`src/rtl/rca_wb_buffer.sv`:
```
// rca_wb_buffer: in-order result buffer between the RCA execution unit and the
// Taiga writeback stage. Results are queued as {id, rd} in a circular FIFO and
// handed to writeback over a done/ack handshake. in_ready is derived only from
// registered occupancy, so the unit never sees a combinational path from wb_ack.
// Optional feature: define RCA_WB_BYPASS_EN for a zero-latency path while empty.
module rca_wb_buffer #(
    parameter int unsigned XLEN  = 32,
    parameter int unsigned ID_W  = 3,
    parameter int unsigned DEPTH = 4
) (
    input  logic                   clk,
    input  logic                   rst,
    input  logic                   in_valid,
    input  logic [ID_W-1:0]        in_id,
    input  logic [XLEN-1:0]        in_rd,
    output logic                   in_ready,
    output logic                   wb_done,
    output logic [ID_W-1:0]        wb_id,
    output logic [XLEN-1:0]        wb_rd,
    input  logic                   wb_ack,
    output logic [$clog2(DEPTH):0] count
);
    localparam int unsigned PtrW = $clog2(DEPTH);
    localparam int unsigned CntW = PtrW + 1;
    localparam logic [CntW-1:0] Full = CntW'(DEPTH);

    logic [ID_W-1:0] r_mem_id [DEPTH];
    logic [XLEN-1:0] r_mem_rd [DEPTH];
    logic [PtrW-1:0] r_wr_ptr;
    logic [PtrW-1:0] r_rd_ptr;
    logic [CntW-1:0] r_count;

    logic            w_empty;
    logic            w_full;
    logic            w_push;
    logic            w_pop;
    logic [ID_W-1:0] w_head_id;
    logic [XLEN-1:0] w_head_rd;

    // Occupancy flags, head read, handshake outputs and push/pop qualification.
    always_comb begin
        w_empty   = (r_count == '0);
        w_full    = (r_count == Full);
        in_ready  = !w_full;
        w_head_id = r_mem_id[r_rd_ptr];
        w_head_rd = r_mem_rd[r_rd_ptr];
        // Pointer pop only ever consumes a stored entry.
        w_pop     = wb_ack && !w_empty;
`ifdef RCA_WB_BYPASS_EN
        // While empty, the incoming result is presented directly; if it is
        // acknowledged in the same cycle it never enters storage.
        wb_done   = !w_empty || in_valid;
        wb_id     = w_empty ? (in_valid ? in_id : '0) : w_head_id;
        wb_rd     = w_empty ? (in_valid ? in_rd : '0) : w_head_rd;
        w_push    = in_valid && !w_full && !(w_empty && wb_ack);
`else
        wb_done   = !w_empty;
        wb_id     = w_empty ? '0 : w_head_id;
        wb_rd     = w_empty ? '0 : w_head_rd;
        w_push    = in_valid && !w_full;
`endif
        count     = r_count;
    end

    // Result storage; contents need no reset since outputs are masked when empty.
    always_ff @(posedge clk) begin
        if (w_push) begin
            r_mem_id[r_wr_ptr] <= in_id;
            r_mem_rd[r_wr_ptr] <= in_rd;
        end
    end

    // Pointers and occupancy count; pointers wrap naturally at DEPTH.
    always_ff @(posedge clk or posedge rst) begin
        if (rst) begin
            r_wr_ptr <= '0;
            r_rd_ptr <= '0;
            r_count  <= '0;
        end else begin
            if (w_push) begin
                r_wr_ptr <= r_wr_ptr + PtrW'(1);
            end
            if (w_pop) begin
                r_rd_ptr <= r_rd_ptr + PtrW'(1);
            end
            if (w_push && !w_pop) begin
                r_count <= r_count + CntW'(1);
            end else if (w_pop && !w_push) begin
                r_count <= r_count - CntW'(1);
            end
        end
    end

    // Flag a result offered while full; the buffer drops it.
    always @(posedge clk) begin
        if (!rst) begin
            assert (!(in_valid && !in_ready))
                else $warning("rca_wb_buffer: result offered while full was dropped");
        end
    end

endmodule

```
`config.mk`:
```
export PLATFORM = sky130hd
export DESIGN_NAME = rca_wb_buffer
export DESIGN_NICKNAME = d
export VERILOG_FILES = /design/src/rtl/rca_wb_buffer.sv
export SDC_FILE = /design/constraint.sdc
export NUM_CORES = 1
export LEC_CHECK = 0
export BUFFER_PORTS_ARGS = -buffer_cell sky130_fd_sc_hd__buf_4
export CAP_MARGIN = 20
export CORE_UTILIZATION = 50
export DETAILED_ROUTE_END_ITERATION = 10
export PLACE_DENSITY = 0.71
export REMOVE_ABC_BUFFERS = 1
export SLEW_MARGIN = 20
export SYNTH_ARGS = -nofsm -noshare
export SYNTH_HDL_FRONTEND = slang
export SYNTH_SLANG_ARGS = --single-unit
```
`constraint.sdc`:
```
create_clock -name clk -period 4.83 [get_ports clk]
set_input_delay 0.7245 -clock clk [delete_from_list [all_inputs] [get_ports clk]]
set_output_delay 0.7245 -clock clk [all_outputs]
set_load 0.1 [all_outputs]
```
# [Word level (Yosys, flattened, before mapping)]
# Memories as Yosys holds them, arrays and structs flattened.
# Index checks and enable logic that the tools add are counted.
[word_totals] wordCells=26 input_bits=39 reg_bits=7 ram_bits=140 output_inout_bits=40 memories=2
[memory_table] name="r_mem_rd" words=4 width=32 read_ports=1 rd_ports_with_merged_regs=0 wr=1 line="28" text="logic [XLEN-1:0] r_mem_rd [DEPTH];"
[memory_table] name="r_mem_id" words=4 width=3 read_ports=1 rd_ports_with_merged_regs=0 wr=1 line="27" text="logic [ID_W-1:0] r_mem_id [DEPTH];"
[classes] reduce_logical=10 n_eq_ne=1 n_addsub=4 muxes=6
[op_table] operator="$mux 32" n=1
[op_table] operator="$mux 3" n=3
[op_table] operator="$add 2x1->2 const B" n=2
[op_table] operator="$logic_and 1x1->1" n=4
[op_table] operator="$logic_not 1->1" n=4
[op_table] operator="$add 3x1->3 const B" n=1
[op_table] operator="$eq 3x3->1 const B" n=1
[op_table] operator="$logic_not 3->1" n=1
[op_table] operator="$sub 3x1->3 const B" n=1
[op_table] operator="$mux 1" n=2
[op_table] operator="$reduce_bool 2->1" n=1

# [Depth between registers and ports, before layout]
# Gate-level depths: netlist of run 1.
[depth] depth_word=7 mapped_depth=9 depth_no_buf=8

# [Worst setup path after synthesis of run 1]
# Ideal clock, no wire load.
[synth_path] path_type="register to output" start="register r_count[0], in the netlist count[0]" end="output wb_rd[22]" t_arrival_ns=3.071 path_slack_ns=1.035 t_required_ns=4.106 stages_incl_launch_ff=4 n_path_buf=1 cell_sequence="dfrtp_1 -> or3_1 -> clkbuf_1 -> and2_1"
[synth_between] elab_chain_cells=2
[synth_lines] element="from (decl)" line="31" text="logic [CntW-1:0] r_count;"
[synth_lines] element="from (signal assigned)" line="87" text="r_count <= r_count + CntW'(1);"
[synth_lines] element="from (signal assigned)" line="89" text="r_count <= r_count - CntW'(1);"
[synth_lines] element="$logic_not 3->1" line="42" text="w_empty = (r_count == '0);"
[synth_lines] element="$mux 32" line="59" text="wb_rd = w_empty ? '0 : w_head_rd;"
[synth_lines] element="to (decl)" line="19" text="output logic [XLEN-1:0] wb_rd,"
# Every way passes these cells.

# [Final worst setup path of run 1]
[layout_path] start="register r_rd_ptr[0]" end="output wb_rd[4]"
[layout_between] elab_chain_cells=2
[layout_lines] element="from (decl)" line="30" text="logic [PtrW-1:0] r_rd_ptr;"
[layout_lines] element="from (signal assigned)" line="84" text="r_rd_ptr <= r_rd_ptr + PtrW'(1);"
[layout_lines] element="$mem_v2 4x32"
[layout_lines] element="$mux 32" line="59"
# Every way passes these cells.

==> flow_summary.yaml, run 1 <==
status:
  outcome: "finished clean"
setup_path:
  crit_type: "reg2out"
  cp_top_family: "flip-flops"
  critical_path_required_ns: 4.11
  rrSetupSlack_ns: 2.13
  cpPeakStageDelay_ns: 0.84
  r2r_start: "count[0]"
  crit_fanout: 24
  end_kind: "primary output"
  worstPathCellList: "buf_4 > mux4_2 > and2_1 > buf_4"
  cp_slowest_cell: "dfrtp_2"
  crit_buf_inv: 2
  critPathLaunchType: "flop"
  startpoint: "r_rd_ptr[0]"
  crit_top_cell: "buf_4"
  worstPathArrival_ns: 2.64
clocking:
  cts_num_sinks: 147
  clk_latency_ns: 0.41
  post_cts_resized: 0
  cts-root-buf: "clkbuf_16"
  tritoncts: "done"
  numCtsBuffers: 17
  ctsLongestPathBuffers: 2
  htreeDepth: 4
  cts_hold_buf: 0
  postCtsSetupRepairBufs: 0
  cts.clk_slew.worst_paths_ns: 0.06
die:
  rows: 38
  die_w_um: 109
  die_h_um: 109
  core_area_um2: 11000
  design.die.area_um2: 11900
  start_util_pct: 52.2
  io_pins: 79
synth:
  synth_top_family_by_area: "multiplexers"
  synthMuxAreaShare_pct: 14.5
  syn_area_um2: 5750
  yosysWarnings: 0
  ys_types: 20
  synthCells: 258
  synth_fa_ha_area_share_pct: 1.44
  synth_seq_area_share_pct: 76.1
  synth_seq_cells: 147
  synth_compound_area_share_pct: 0.196
  synth.avg_cell_area_um2: 22.3
  synthSimpleGateAreaFrac_pct: 4.70
  synth_xor_area_share_pct: 0.913
drt:
  drtIter0Drc: 119
  route.detailed.drc: 0
  drtAntennaViolNets: 0
  viasPerCell: 5.39
  drt_first_pass_iters: 4
  num_vias: 2685
  routed_wl_mm: 9.45
  avgRoutedWirePerCell_um: 19.0
grt:
  grt_pass1_vias: 2813
  grt_max_degree: 37
  grt_pass1_wl_mm: 14.5
  grt_antenna_before_repair: 0
  gr-usage-all-layers_pct: 17.4
  gr-total-overflow: 0
sta:
  slew_viol_final: 0
  hold_viol_final: 0
  setup_viol: 0
  tightest_slew_ns: 1.00
  final.min_clock_period_ns: 3.36
  setup_tns_ns: 0
  rsz0062_at_grt: "no"
  slew_headroom_pct: 33.0
  finalClockSkew_ns: 0.00752
  fmax_ghz: 0.297
  fin_crit_sh_pct: 69.6
finish:
  fin_cells: 498
  fin_util_pct: 63.0
  diodes: 0
  nNetsFinal: 390
  n_fill_cell: 780
  layout-drive-gt1-share_pct: 41.3
  syn2layout_area_growth_pct: 20.8
place:
  numPortBuffers: 78
  gp_congestion: 0.659
  dp.cells: 466
  dp_hpwl_mm: 5.46
flow_run:
  cap_violations: 0
worst_hold_path:
  min_path_type: "in2async"
per-layer routing:
| metal | track usage [%] | share of wire (%) | up-vias | routed length [µm] |
|---|---|---|---|---|
| met5 | 0 | 0 | - | 0 |
| li1 | - | - | 1213 | - |
| met3 | 5.20 | 3.9 | 4 | 373 |
| met1 | 22.3 | 43 | 1402 | 4090 |
| met4 | 6.00 | 0.69 | 0 | 65 |
| met2 | 28.6 | 52 | 66 | 4920 |
cell type report:
cell class	count	area (µm²)	share of cell area (%)
Clock inverter	15	95.1	1.37
Sequential cell	147	4380	63.0
Inverter	4	15.0	0.216
Clock buffer	17	425	6.12
Tap cell	140	175	2.52
Timing Repair Buffer	80	601	8.64
Multi-Input combinational cell	95	1260	18.1
worst paths after layout:
kind                              endpoint  cells past startpoint
max                               wb_rd[4]                      4
min                               count[0]                      2
max reg2reg                       count[2]                      9
min reg2reg                       count[2]                      1
max in group asynchronous      r_rd_ptr[0]                      2
min in group clk           r_mem_rd[0][14]                      1
cells in the final DEF (no fill, tap or decap), drive strengths merged, types with 2 or more instances in the layout:
cell | synthesis | routed
dfrtp | 7 | 7
mux2 | 2 | 2
inv | 4 | 4
nand2 | 2 | 2
xnor2 | 4 | 4
xor2 | 2 | 2
edfxtp | 140 | 140
nor2 | 2 | 2
buf | 8 | 80
clkinv | 0 | 11
and2 | 39 | 39
clkbuf | 4 | 17
ha | 5 | 5
clkinvlp | 0 | 4
mux4 | 35 | 35
synth_stat cells, drive strengths merged:
cell type	instances	area [µm²]
edfxtp	140	4200
and2	39	244
mux4	35	815
buf	8	91.3
dfrtp	7	175
ha	5	62.6
clkbuf	4	15.0
inv	4	15.0
xnor2	4	35.0
mux2	2	22.5
nand2	2	7.51
nor2	2	7.51
xor2	2	17.5
a21boi	1	11.3
fa	1	20.0
nand3	1	5.00
or3	1	6.26
per-stage QoR:
step           hold slack (ns)  area (µm²)  setup slack [ns]
2_1_floorplan            0.528        5650              1.04
3_3_place_gp             0.549        6430              1.82
3_5_place_dp             0.553        6430              1.82
4_1_cts                  0.251        6950              1.38
5_1_grt                  0.266        6950              1.28
6_report                 0.260        6950              1.47
flip-flops by register name (all words and copies together) (netlist names):
register and cells:
count 3, r_mem_id 12, r_mem_rd 128, r_rd_ptr 2, r_wr_ptr 2
cell families after synthesis:
| kind of cell | count (synthesis) |
|---|---|
| compound gates | 1 |
| simple gates | 45 |
| flops | 147 |
| fa+ha+maj | 6 |
| buf+inv | 16 |
| mux | 37 |
| xor+xnor | 6 |
Power of run 1 is not shown: default switching activity piles up to over one toggle a cycle in this logic, so the estimate is an artifact.
==> inputs of run 2 (changes only) <==
- clock period: 4.83 -> 3.1 ns (I/O delays scaled with it)
==> run 2 against run 1 <==
Effect of this change:
- die area unchanged
- count of clock-buffer cells in the layout unchanged
- core utilization increased by 1.4 points
- routed wire length increased by 5.3%
- register-to-register slack got worse by 1.1 ns
- sequential share of layout area decreased by 1.4 points
- hold slack got worse by 0.016 ns
- critical endpoint is now wb_rd[21]
==> flow_summary.yaml, run 2 (same netlist as run 1, synthesis figures left out) <==
clocking:
  tritoncts: "done"
  clk_latency_ns: 0.42
  htreeDepth: 4
  post_cts_resized: 0
  cts.clk_slew.worst_paths_ns: 0.06
  numCtsBuffers: 17
  cts-root-buf: "clkbuf_16"
  ctsLongestPathBuffers: 2
  cts_num_sinks: 147
setup_path:
  cp_top_family: "flip-flops"
  cp_slowest_cell: "dfrtp_2"
  crit_buf_inv: 2
  crit_top_cell: "buf_4"
  end_kind: "primary output"
  critPathLaunchType: "flop"
  worstPathArrival_ns: 2.22
  crit_fanout: 28
  crit_type: "reg2out"
  critical_path_required_ns: 2.63
  cpPeakStageDelay_ns: 0.82
  worstPathCellList: "buf_4 > mux4_2 > and2_1 > buf_4"
grt:
  grt_max_degree: 38
  gr-usage-all-layers_pct: 18.7
  grt_pass1_wl_mm: 15.4
  grt_antenna_before_repair: 0
  grt_pass1_vias: 2911
  gr-total-overflow: 0
sta:
  setup_viol: 0
  tightest_slew_ns: 0.712
  slew_headroom_pct: 52.6
  fin_crit_sh_pct: 86.6
  finalHoldWorstSlack_ns: 0.244
  rsz0062_at_grt: "no"
  finalClockSkew_ns: 0.00504
  hold_viol_final: 0
  fmax_ghz: 0.372
  setup_tns_ns: 0
  slew_viol_final: 0
  final.min_clock_period_ns: 2.69
  timing.final.ws_setup_ns: 0.414
drt:
  drt_first_pass_iters: 4
  route.detailed.drc: 0
  viasPerCell: 5.33
  drtAntennaViolNets: 0
  routed_wl_mm: 9.94
  drtIter0Drc: 131
  num_vias: 2698
  avgRoutedWirePerCell_um: 19.7
die:
  die_h_um: 109
  core_area_um2: 11000
  die_w_um: 109
  design.die.area_um2: 11900
  io_pins: 79
  rows: 38
  start_util_pct: 52.2
place:
  numPortBuffers: 78
  dp_hpwl_mm: 6.04
  pre_cts_ws_ns: 0.818
  gp_congestion: 0.683
finish:
  nNetsFinal: 398
  diodes: 0
  layout-drive-gt1-share_pct: 41.8
  regMostFlops: "r_mem_rd"
  syn2layout_area_growth_pct: 23.6
  final_cell_mix: "140 x edfxtp_1, 83 x buf_4, 35 x and2_1"
  mostFrequentLayoutCell: "edfxtp_1"
  largest_reg_flops: 128
worst_hold_path:
  min_path_type: "in2reg"
flow_run:
  cap_violations: 0
status:
  outcome: "finished clean"
==> run 2: worst paths after layout <==
kind                                  start         endpoint  slack (ns)  cells past startpoint
worst min register to register     count[2]         count[2]        0.56                      1
min in group asynchronous               rst      r_wr_ptr[0]        0.53                      3
worst min-delay path              in_rd[31]  r_mem_rd[2][31]        0.24                      1
worst max-delay path            r_rd_ptr[1]        wb_rd[21]        0.41                      4
max in group asynchronous               rst      r_rd_ptr[0]        2.33                      3
worst max register to register     count[0]         count[2]        0.99                      8
==> run 2: repair_timing <==
action	4_1_cts	5_1_grt
setup buffers	0	0
hold buffers	1	0
endpoints found under the hold margin	7	0
==> run 2: through the flow <==
stage	std cells	area, µm²	util (%)
floorplan	246	5650	-
global placement	473	6530	59.2
detailed placement	473	6530	59.2
CTS	506	7110	64.5
global route	506	7110	64.5
finish	506	7110	64.5
==> run 2: final cells by class <==
type,count,area [µm²]
clock buffer,17,425
clock inverter,15,141
fill,755,3920
inverter,4,15.0
multi-input combinational,95,1260
sequential,147,4380
tap,140,175
timing repair buffer,88,713
==> run 2: per-layer routing <==
layer / vias up / wire length [µm] / global-route usage (%) / part of all wire (%)
met2: 59 / 5170 / 31.4 / 52
li1: 1230 / - / - / -
met4: 0 / 146 / 7.43 / 1.5
met5: - / 0 / 0 / 0
met3: 15 / 445 / 6.52 / 4.5
met1: 1394 / 4180 / 22.3 / 42
Power of run 2 is left out for the same reason.
